**config.mk**
```make
export PLATFORM = sky130hd
export DESIGN_NAME = dma_reg_master_flat
export DESIGN_NICKNAME = d
export VERILOG_FILES = /design/src/rtl/dma_reg_master_if.sv /design/src/rtl/dma_reg_master.sv /design/src/flat_wrapper.sv
export SDC_FILE = /design/constraint.sdc
export NUM_CORES = 1
export LEC_CHECK = 0
export CORE_MARGIN = 3
export CORE_UTILIZATION = 45
export CTS_BUF_LIST = sky130_fd_sc_hd__clkbuf_16
export DETAILED_ROUTE_END_ITERATION = 7
export GPL_ROUTABILITY_DRIVEN = 0
export PLACE_DENSITY = 0.75
export SLEW_MARGIN = 10
export SYNTH_ARGS = -nofsm -noshare
export SYNTH_HDL_FRONTEND = slang
export SYNTH_SLANG_ARGS = --single-unit
```
**constraint.sdc**
```tcl
create_clock -name clk -period 13.48 [get_ports clk]
set_input_delay 3.37 -clock clk [delete_from_list [all_inputs] [get_ports clk]]
set_output_delay 3.37 -clock clk [all_outputs]
set_load 0.02 [all_outputs]
```
**src/rtl/dma_reg_master_if.sv**
```systemverilog
// Register bus between the DMA register master (initiator) and the DMA
// register block (responder): one-cycle valid strobe with read/write select.
interface dma_reg_master_if #(
    parameter int ADDR_WIDTH = 32,
    parameter int DATA_WIDTH = 32
) ();
    logic [ADDR_WIDTH-1:0] addr;
    logic                  wr_en;
    logic                  valid;
    logic [DATA_WIDTH-1:0] wdata;
    logic [DATA_WIDTH-1:0] rdata;

    modport master (
        output addr,
        output wr_en,
        output valid,
        output wdata,
        input  rdata
    );

    modport slave (
        input  addr,
        input  wr_en,
        input  valid,
        input  wdata,
        output rdata
    );
endinterface

```
**src/rtl/dma_reg_master.sv**
```systemverilog
// DMA register master: on start, writes the four DMA registers back to back,
// optionally reads each one back after RD_LAT cycles and flags mismatches.
module dma_reg_master #(
    parameter int                    ADDR_WIDTH = 32,
    parameter int                    DATA_WIDTH = 32,
    parameter logic [ADDR_WIDTH-1:0] BASE_ADDR  = 'h400,
    parameter int unsigned           RD_LAT     = 1
) (
    input  logic                  clk,
    input  logic                  reset,
    input  logic                  start,
    input  logic                  verify_en,
    input  logic [DATA_WIDTH-1:0] cfg_intr,
    input  logic [DATA_WIDTH-1:0] cfg_control,
    input  logic [DATA_WIDTH-1:0] cfg_io_addr,
    input  logic [DATA_WIDTH-1:0] cfg_mem_addr,
    dma_reg_master_if.master      bus,
    output logic                  busy,
    output logic                  done,
    output logic                  err,
    output logic [3:0]            err_mask
);

    typedef enum logic [2:0] {
        IDLE,
        WRITE,
        RD_REQ,
        RD_WAIT,
        DONE
    } state_t;

    state_t                state;
    logic [1:0]            idx;
    logic [2:0]            lat_cnt;
    logic                  verify;
    logic [DATA_WIDTH-1:0] shadow [4];

    // Register i lives at BASE_ADDR + 4*i; the sum wraps at ADDR_WIDTH bits.
    function automatic logic [ADDR_WIDTH-1:0] reg_addr(input logic [1:0] i);
        return BASE_ADDR + ADDR_WIDTH'({i, 2'b00});
    endfunction

    // Sequencer FSM; every bus and status output is produced here so all are registered.
    always_ff @(posedge clk) begin
        if (reset) begin
            state     <= IDLE;
            idx       <= '0;
            lat_cnt   <= '0;
            verify    <= 1'b0;
            bus.addr  <= '0;
            bus.wdata <= '0;
            bus.valid <= 1'b0;
            bus.wr_en <= 1'b0;
            busy      <= 1'b0;
            done      <= 1'b0;
            err       <= 1'b0;
            err_mask  <= '0;
            for (int i = 0; i < 4; i++) begin
                shadow[i] <= '0;
            end
        end else begin
            // Strobes default low so each transaction lasts exactly one cycle.
            bus.valid <= 1'b0;
            bus.wr_en <= 1'b0;
            bus.wdata <= '0;
            done      <= 1'b0;

            case (state)
                IDLE: begin
                    if (start) begin
                        shadow[0] <= cfg_intr;
                        shadow[1] <= cfg_control;
                        shadow[2] <= cfg_io_addr;
                        shadow[3] <= cfg_mem_addr;
                        verify    <= verify_en;
                        err       <= 1'b0;
                        err_mask  <= '0;
                        idx       <= 2'd0;
                        busy      <= 1'b1;
                        // First write goes out in the very next cycle, so it
                        // takes its data straight from the config input.
                        bus.valid <= 1'b1;
                        bus.wr_en <= 1'b1;
                        bus.addr  <= reg_addr(2'd0);
                        bus.wdata <= cfg_intr;
                        state     <= WRITE;
                    end
                end

                WRITE: begin
                    if (idx == 2'd3) begin
                        if (verify) begin
                            idx       <= 2'd0;
                            bus.valid <= 1'b1;
                            bus.addr  <= reg_addr(2'd0);
                            state     <= RD_REQ;
                        end else begin
                            done  <= 1'b1;
                            state <= DONE;
                        end
                    end else begin
                        idx       <= idx + 2'd1;
                        bus.valid <= 1'b1;
                        bus.wr_en <= 1'b1;
                        bus.addr  <= reg_addr(idx + 2'd1);
                        bus.wdata <= shadow[idx + 2'd1];
                    end
                end

                RD_REQ: begin
                    lat_cnt <= 3'd1;
                    state   <= RD_WAIT;
                end

                RD_WAIT: begin
                    if (lat_cnt == 3'(RD_LAT)) begin
                        if (bus.rdata != shadow[idx]) begin
                            err_mask[idx] <= 1'b1;
                            err           <= 1'b1;
                        end
                        if (idx == 2'd3) begin
                            done  <= 1'b1;
                            state <= DONE;
                        end else begin
                            idx       <= idx + 2'd1;
                            bus.valid <= 1'b1;
                            bus.addr  <= reg_addr(idx + 2'd1);
                            state     <= RD_REQ;
                        end
                    end else begin
                        lat_cnt <= lat_cnt + 3'd1;
                    end
                end

                DONE: begin
                    busy  <= 1'b0;
                    state <= IDLE;
                end

                default: begin
                    busy  <= 1'b0;
                    state <= IDLE;
                end
            endcase
        end
    end

endmodule

```
**src/flat_wrapper.sv**
```systemverilog
// flat-port wrapper written by rule: the top's interface ports become plain ports
module dma_reg_master_flat 
#(
    parameter int                    ADDR_WIDTH = 32,
    parameter int                    DATA_WIDTH = 32,
    parameter logic [ADDR_WIDTH-1:0] BASE_ADDR  = 'h400,
    parameter int unsigned           RD_LAT     = 1
)
  (clk, reset, start, verify_en, cfg_intr, cfg_control, cfg_io_addr, cfg_mem_addr, busy, done, err, err_mask, bus_addr, bus_wr_en, bus_valid, bus_wdata, bus_rdata);
  dma_reg_master_if #(.ADDR_WIDTH(ADDR_WIDTH), .DATA_WIDTH(DATA_WIDTH)) bus_i ();
  input  logic clk;
  input  logic reset;
  input  logic start;
  input  logic verify_en;
  input  logic [DATA_WIDTH-1:0] cfg_intr;
  input  logic [DATA_WIDTH-1:0] cfg_control;
  input  logic [DATA_WIDTH-1:0] cfg_io_addr;
  input  logic [DATA_WIDTH-1:0] cfg_mem_addr;
  output logic busy;
  output logic done;
  output logic err;
  output logic [3:0] err_mask;
  output wire logic [$bits(bus_i.addr)-1:0] bus_addr;
  output wire logic [$bits(bus_i.wr_en)-1:0] bus_wr_en;
  output wire logic [$bits(bus_i.valid)-1:0] bus_valid;
  output wire logic [$bits(bus_i.wdata)-1:0] bus_wdata;
  input wire logic [$bits(bus_i.rdata)-1:0] bus_rdata;
  assign bus_addr = bus_i.addr;
  assign bus_wr_en = bus_i.wr_en;
  assign bus_valid = bus_i.valid;
  assign bus_wdata = bus_i.wdata;
  assign bus_i.rdata = bus_rdata;
  dma_reg_master #(.ADDR_WIDTH(ADDR_WIDTH), .DATA_WIDTH(DATA_WIDTH), .BASE_ADDR(BASE_ADDR), .RD_LAT(RD_LAT)) u_core (.clk(clk), .reset(reset), .start(start), .verify_en(verify_en), .cfg_intr(cfg_intr), .cfg_control(cfg_control), .cfg_io_addr(cfg_io_addr), .cfg_mem_addr(cfg_mem_addr), .bus(bus_i), .busy(busy), .done(done), .err(err), .err_mask(err_mask));
endmodule
```
Word level (Yosys, flattened, before mapping)
Memories as Yosys holds them, arrays and structs flattened. A register that Yosys moved wholly into a read port is not among the register bits.
Index checks and enable logic that the tools add are counted.
{"block": "word_totals", "regBits": 82, "latch_bits": 0, "ram_bits": 128, "rom_bits": 0, "input_bits": 164, "output_inout_bits": 73, "word_cells": 107, "n_memories": 1}
{"memory": "u_core.shadow", "words": 4, "word_bits": 32, "rd": 2, "rd_clocked_by_memory_dff": 1, "write_ports": 4, "line_no": "dma_reg_master.sv:36", "rtl": "logic [DATA_WIDTH-1:0] shadow [4];"}
{"block": "op_classes", "add_sub_neg": 3, "mul": 0, "n_div": 0, "n_lt_le_gt_ge": 2, "eq_ne": 13, "shift": 0, "mux": 58, "bitwise_logic": 6, "n_reduce_logical": 12}
{"op": "$mux W32", "n": 11}
{"op": "$pmux W32 S3", "n": 1}
{"op": "$pmux W32 S2", "n": 1}
{"op": "$ne A32 B32 Y1", "n": 1}
{"op": "$mux W1", "n": 19}
{"op": "$mux W3", "n": 6}
{"op": "$mux W2", "n": 7}
{"op": "$add A11 B4 Y12 const A", "n": 1}
{"op": "$mux W4", "n": 3}
{"op": "$pmux W3 S4", "n": 1}
{"op": "$pmux W1 S2", "n": 4}
{"op": "$pmux W4 S2", "n": 1}
{"op": "$eq A3 B1 Y1 const B", "n": 2}
{"op": "$eq A3 B2 Y1 const B", "n": 2}
{"op": "$ne A2 B1 Y1 const B", "n": 3}
{"op": "$ne A2 B2 Y1 const B", "n": 3}
{"op": "$pmux W2 S3", "n": 1}
{"op": "$pmux W3 S2", "n": 1}
{"op": "$reduce_and A2 Y1", "n": 3}
{"op": "$reduce_and A5 Y1", "n": 1}
{"op": "$or A1 B1 Y1", "n": 4}
{"op": "$or A4 B4 Y4", "n": 1}
{"op": "$reduce_and A4 Y1", "n": 1}
{"op": "$reduce_bool A2 Y1", "n": 2}
{"op": "14 further kinds", "n": 14}

Longest topological paths before layout
{"block": "logic_depth", "word_depth": 8, "ltp_mapped": 9, "depth_no_buf": 7}

Worst setup path after synthesis
OpenSTA, ideal clock, no wires.
{"block": "synth_path", "path_type": "input port to flip-flop", "start": "input port start", "end": "memory u_core.shadow[0][0] (enable)", "setup_ps": 481, "arrival_ps": 6666, "t_required_ps": 12999, "path_slack_ps": 6333, "stages": 4, "path_buffers": 0, "path_cell_list": "nand2b_1 nor3_1 nor2_1 inv_1"}
{"item": "start: declaration", "line_no": "flat_wrapper.sv:13", "rtl": "input logic start;"}
{"item": "end: declaration", "line_no": "dma_reg_master.sv:36"}

==> results.toml <==
[final_layout]
drive_gt1_frac = 0.123
antenna_cells = 0
multi_input_area_sq_um = 3530
layout.nets = 981
stdcell_count = 1084
fill_cells = 1436
seqCellArea_sq_um = 4910
syn2layout_area_growth_pct = 31.7

[global_route]
grt_pass1_wl_microns = 34700
overflow = 0
antenna_found_initial = 1
grtUsageTotal = 0.213
grt_max_degree = 129
grt_pass1_vias = 6275

[pwr]
power.share.switching = 0.231
leakagePower_nw = 4.17
clkPwrFrac = 0.381
p_int_mw = 1.08
powerDensity_nw_per_um2 = 122
p_comb_frac = 0.147
seqPwrFrac = 0.471
vdd_drop_max_uv = 84.6
switching_power_uw = 324

[sta]
setup_viol = 0
finalCritPeriodShare = 0.462
hold_viol = 0
skew_ps = 10.7
min_period_ps = 6220
final.hold.worst_slack_ps = 452
max_freq_mhz = 161
slew_viol_final = 0
rsz0062_at_grt = "no"
tightest_slew_ps = 1140
tns_ps = 0
slew_headroom = 0.239

[logic_synthesis]
synthCells = 625
ys_ff_latch = 181
yosysWarnings = 0
syn_area_sq_um = 8780
avgSynthCellArea_sq_um = 14.0
yosysSeqAreaShare = 0.559
ys_types = 36

[outcome]
status = "finished, final reports clean"

[cts]
clock_sinks = 181
cts_root_buffer = "clkbuf_16"
h-tree-depth = 4
cts_buffer_depth = 2
cts_buffers = 17
clock_latency_ps = 420
clk_pin_slew_ps = 70
cts_setup_buffers = 0
ctsResizeCount = 0
postCtsHoldBufs = 0
cts_tree = "built"

[critical_path]
critical_path.endpoint_type = "flip-flop"
cp_max_fo = 93
crit_required_ps = 13520
cp-start-kind = "input port"
critPathArrivalTime_ps = 6260
crit_type = "input port to flip-flop"

[drt]
drc = 0
avgViaCountPerCell = 5.37
wl_per_cell_microns = 20.6
drtIter0Drc = 408
wirelength_microns = 22400
ant_nets = 0
dr_total_vias = 5819
drt_pass1_iterations = 5

[worst_hold_path]
hp-class = "flip-flop to flip-flop"

[die]
rows = 50
dieWidth_microns = 146
die_area_sq_um = 21200
die_h_microns = 146
ioPinCount = 237
initial_core_util = 0.463
core-area_sq_um = 19000

[placement]
dp_hpwl_microns = 15300
numPortBuffers = 207
dp.cells = 1052

[flow_run]
cap_violations = 0
## Yosys cell counts, drive strengths merged
library cell	number	area [sq um]
and2	128	801
edfxtp	128	3840
mux4	64	1480
dfxtp	53	1060
buf	45	325
nor2	43	161
xnor2	33	289
a22oi	32	240
clkbuf	29	109
inv	9	33.8
a21oi	8	43.8
nand4	8	50.1
nor3	7	35.0
ha	6	75.1
nand2	5	18.8
nor4	5	37.5
a22o	4	35.0
a211oi	3	22.5
a2111oi	2	23.8
mux2i	2	20.0
nand2b	2	12.5
o21ai	2	10.0
or3	2	12.5
a21o	1	8.76
conb	1	3.75
nand3	1	5.00
nand3b	1	7.51
o2111ai	1	8.76
## power by group through the flow
stage               sequential (mW)  combinational (mW)  clock (mW)
detailed placement            0.673               0.208           0
global route                  0.666               0.222       0.566
finish                        0.662               0.207       0.535
floorplan                     0.674               0.115           0
CTS                           0.662               0.209       0.544
global placement              0.669               0.204           0
## stage by stage
step / power [mW] / utilization / setup slack (ps) / instance area, sq um
global placement: 0.873 / 0.576 / 6950 / 10900
detailed placement: 0.881 / 0.576 / 6840 / 10900
floorplan: 0.789 / - / 6330 / 8880
global route: 1.45 / 0.610 / 7040 / 11600
CTS: 1.42 / 0.610 / 7290 / 11600
finish: 1.40 / 0.610 / 7260 / 11600
## layer usage
metal	GRT usage	routed length, microns	up-vias
li1	-	-	2632
met1	0.263	8620	2853
met2	0.365	11700	289
met3	0.0455	1450	43
met4	0.0916	614	2
met5	0	13	-
## kinds of logic (layout without fill, tap and decap cells)
group / count (synthesis) / after routing / synth area share
and+or+nand+nor: 202 / 202 / 0.130
AOI/OAI and AO/OA: 53 / 53 / 0.0448
muxes: 66 / 66 / 0.171
adders and majority gates: 6 / 6 / 0.00855
xor gates and xnor gates: 33 / 33 / 0.0329
buffers and inverters: 83 / 254 / 0.0533
other: 1 / 29 / 0.000427
DFF: 181 / 181 / 0.559
## placed cells by master (no fill, tap or decap), drive strengths merged
cell type	n
a2111oi	2
a211oi	3
a21o	1
a21oi	8
a22o	4
a22oi	32
and2	128
buf	6
bufinv	5
clkbuf	17
clkdlybuf4s50	207
clkinv	4
clkinvlp	4
conb	29
dfxtp	53
edfxtp	128
ha	6
inv	11
mux2i	2
mux4	64
nand2	5
nand2b	2
nand3	1
nand3b	1
nand4	8
nor2	43
nor3	7
nor4	5
o2111ai	1
o21ai	2
or3	2
xnor2	33
## final timing paths
check / from / endpoint / slack [ps] / cells past startpoint
worst min register to register: u_core.bus.addr[10] / u_core.bus.addr[10] / 450 / 2
worst max-delay path: start / u_core.shadow[0][14] / 7260 / 7
worst min-delay path: u_core.bus.addr[10] / u_core.bus.addr[10] / 450 / 2
worst max register to register: u_core.state[1] / u_core.shadow[0][14] / 10120 / 6
## flip-flops by register name, indices dropped and copies added (netlist names), named ones only
name,cells
u_core.done,1
u_core.err_mask,4
u_core.verify,1
u_core.idx,1
u_core.bus.valid,1
u_core.state,3
u_core.bus.addr,2
u_core.err,1
u_core.bus.wdata,32
u_core.shadow,128
u_core.bus.wr_en,1
u_core.busy,1
u_core.lat_cnt,3
## final cells by class
cell class	count	area share
Sequential cell	181	0.425
Multi-Input combinational cell	389	0.306
Timing Repair Buffer	213	0.183
Clock buffer	17	0.0368
Tap cell	260	0.0281
Clock inverter	15	0.0185
Inverter	9	0.00314
## worst max-delay path: stages
cell and delay (ps):
clkdlybuf4s50_1 490, nand2b_1 110, nor3_2 120, buf_4 470
nor2_1 250, inv_4 410, buf_4 940
(Power assumes the default switching activity.)
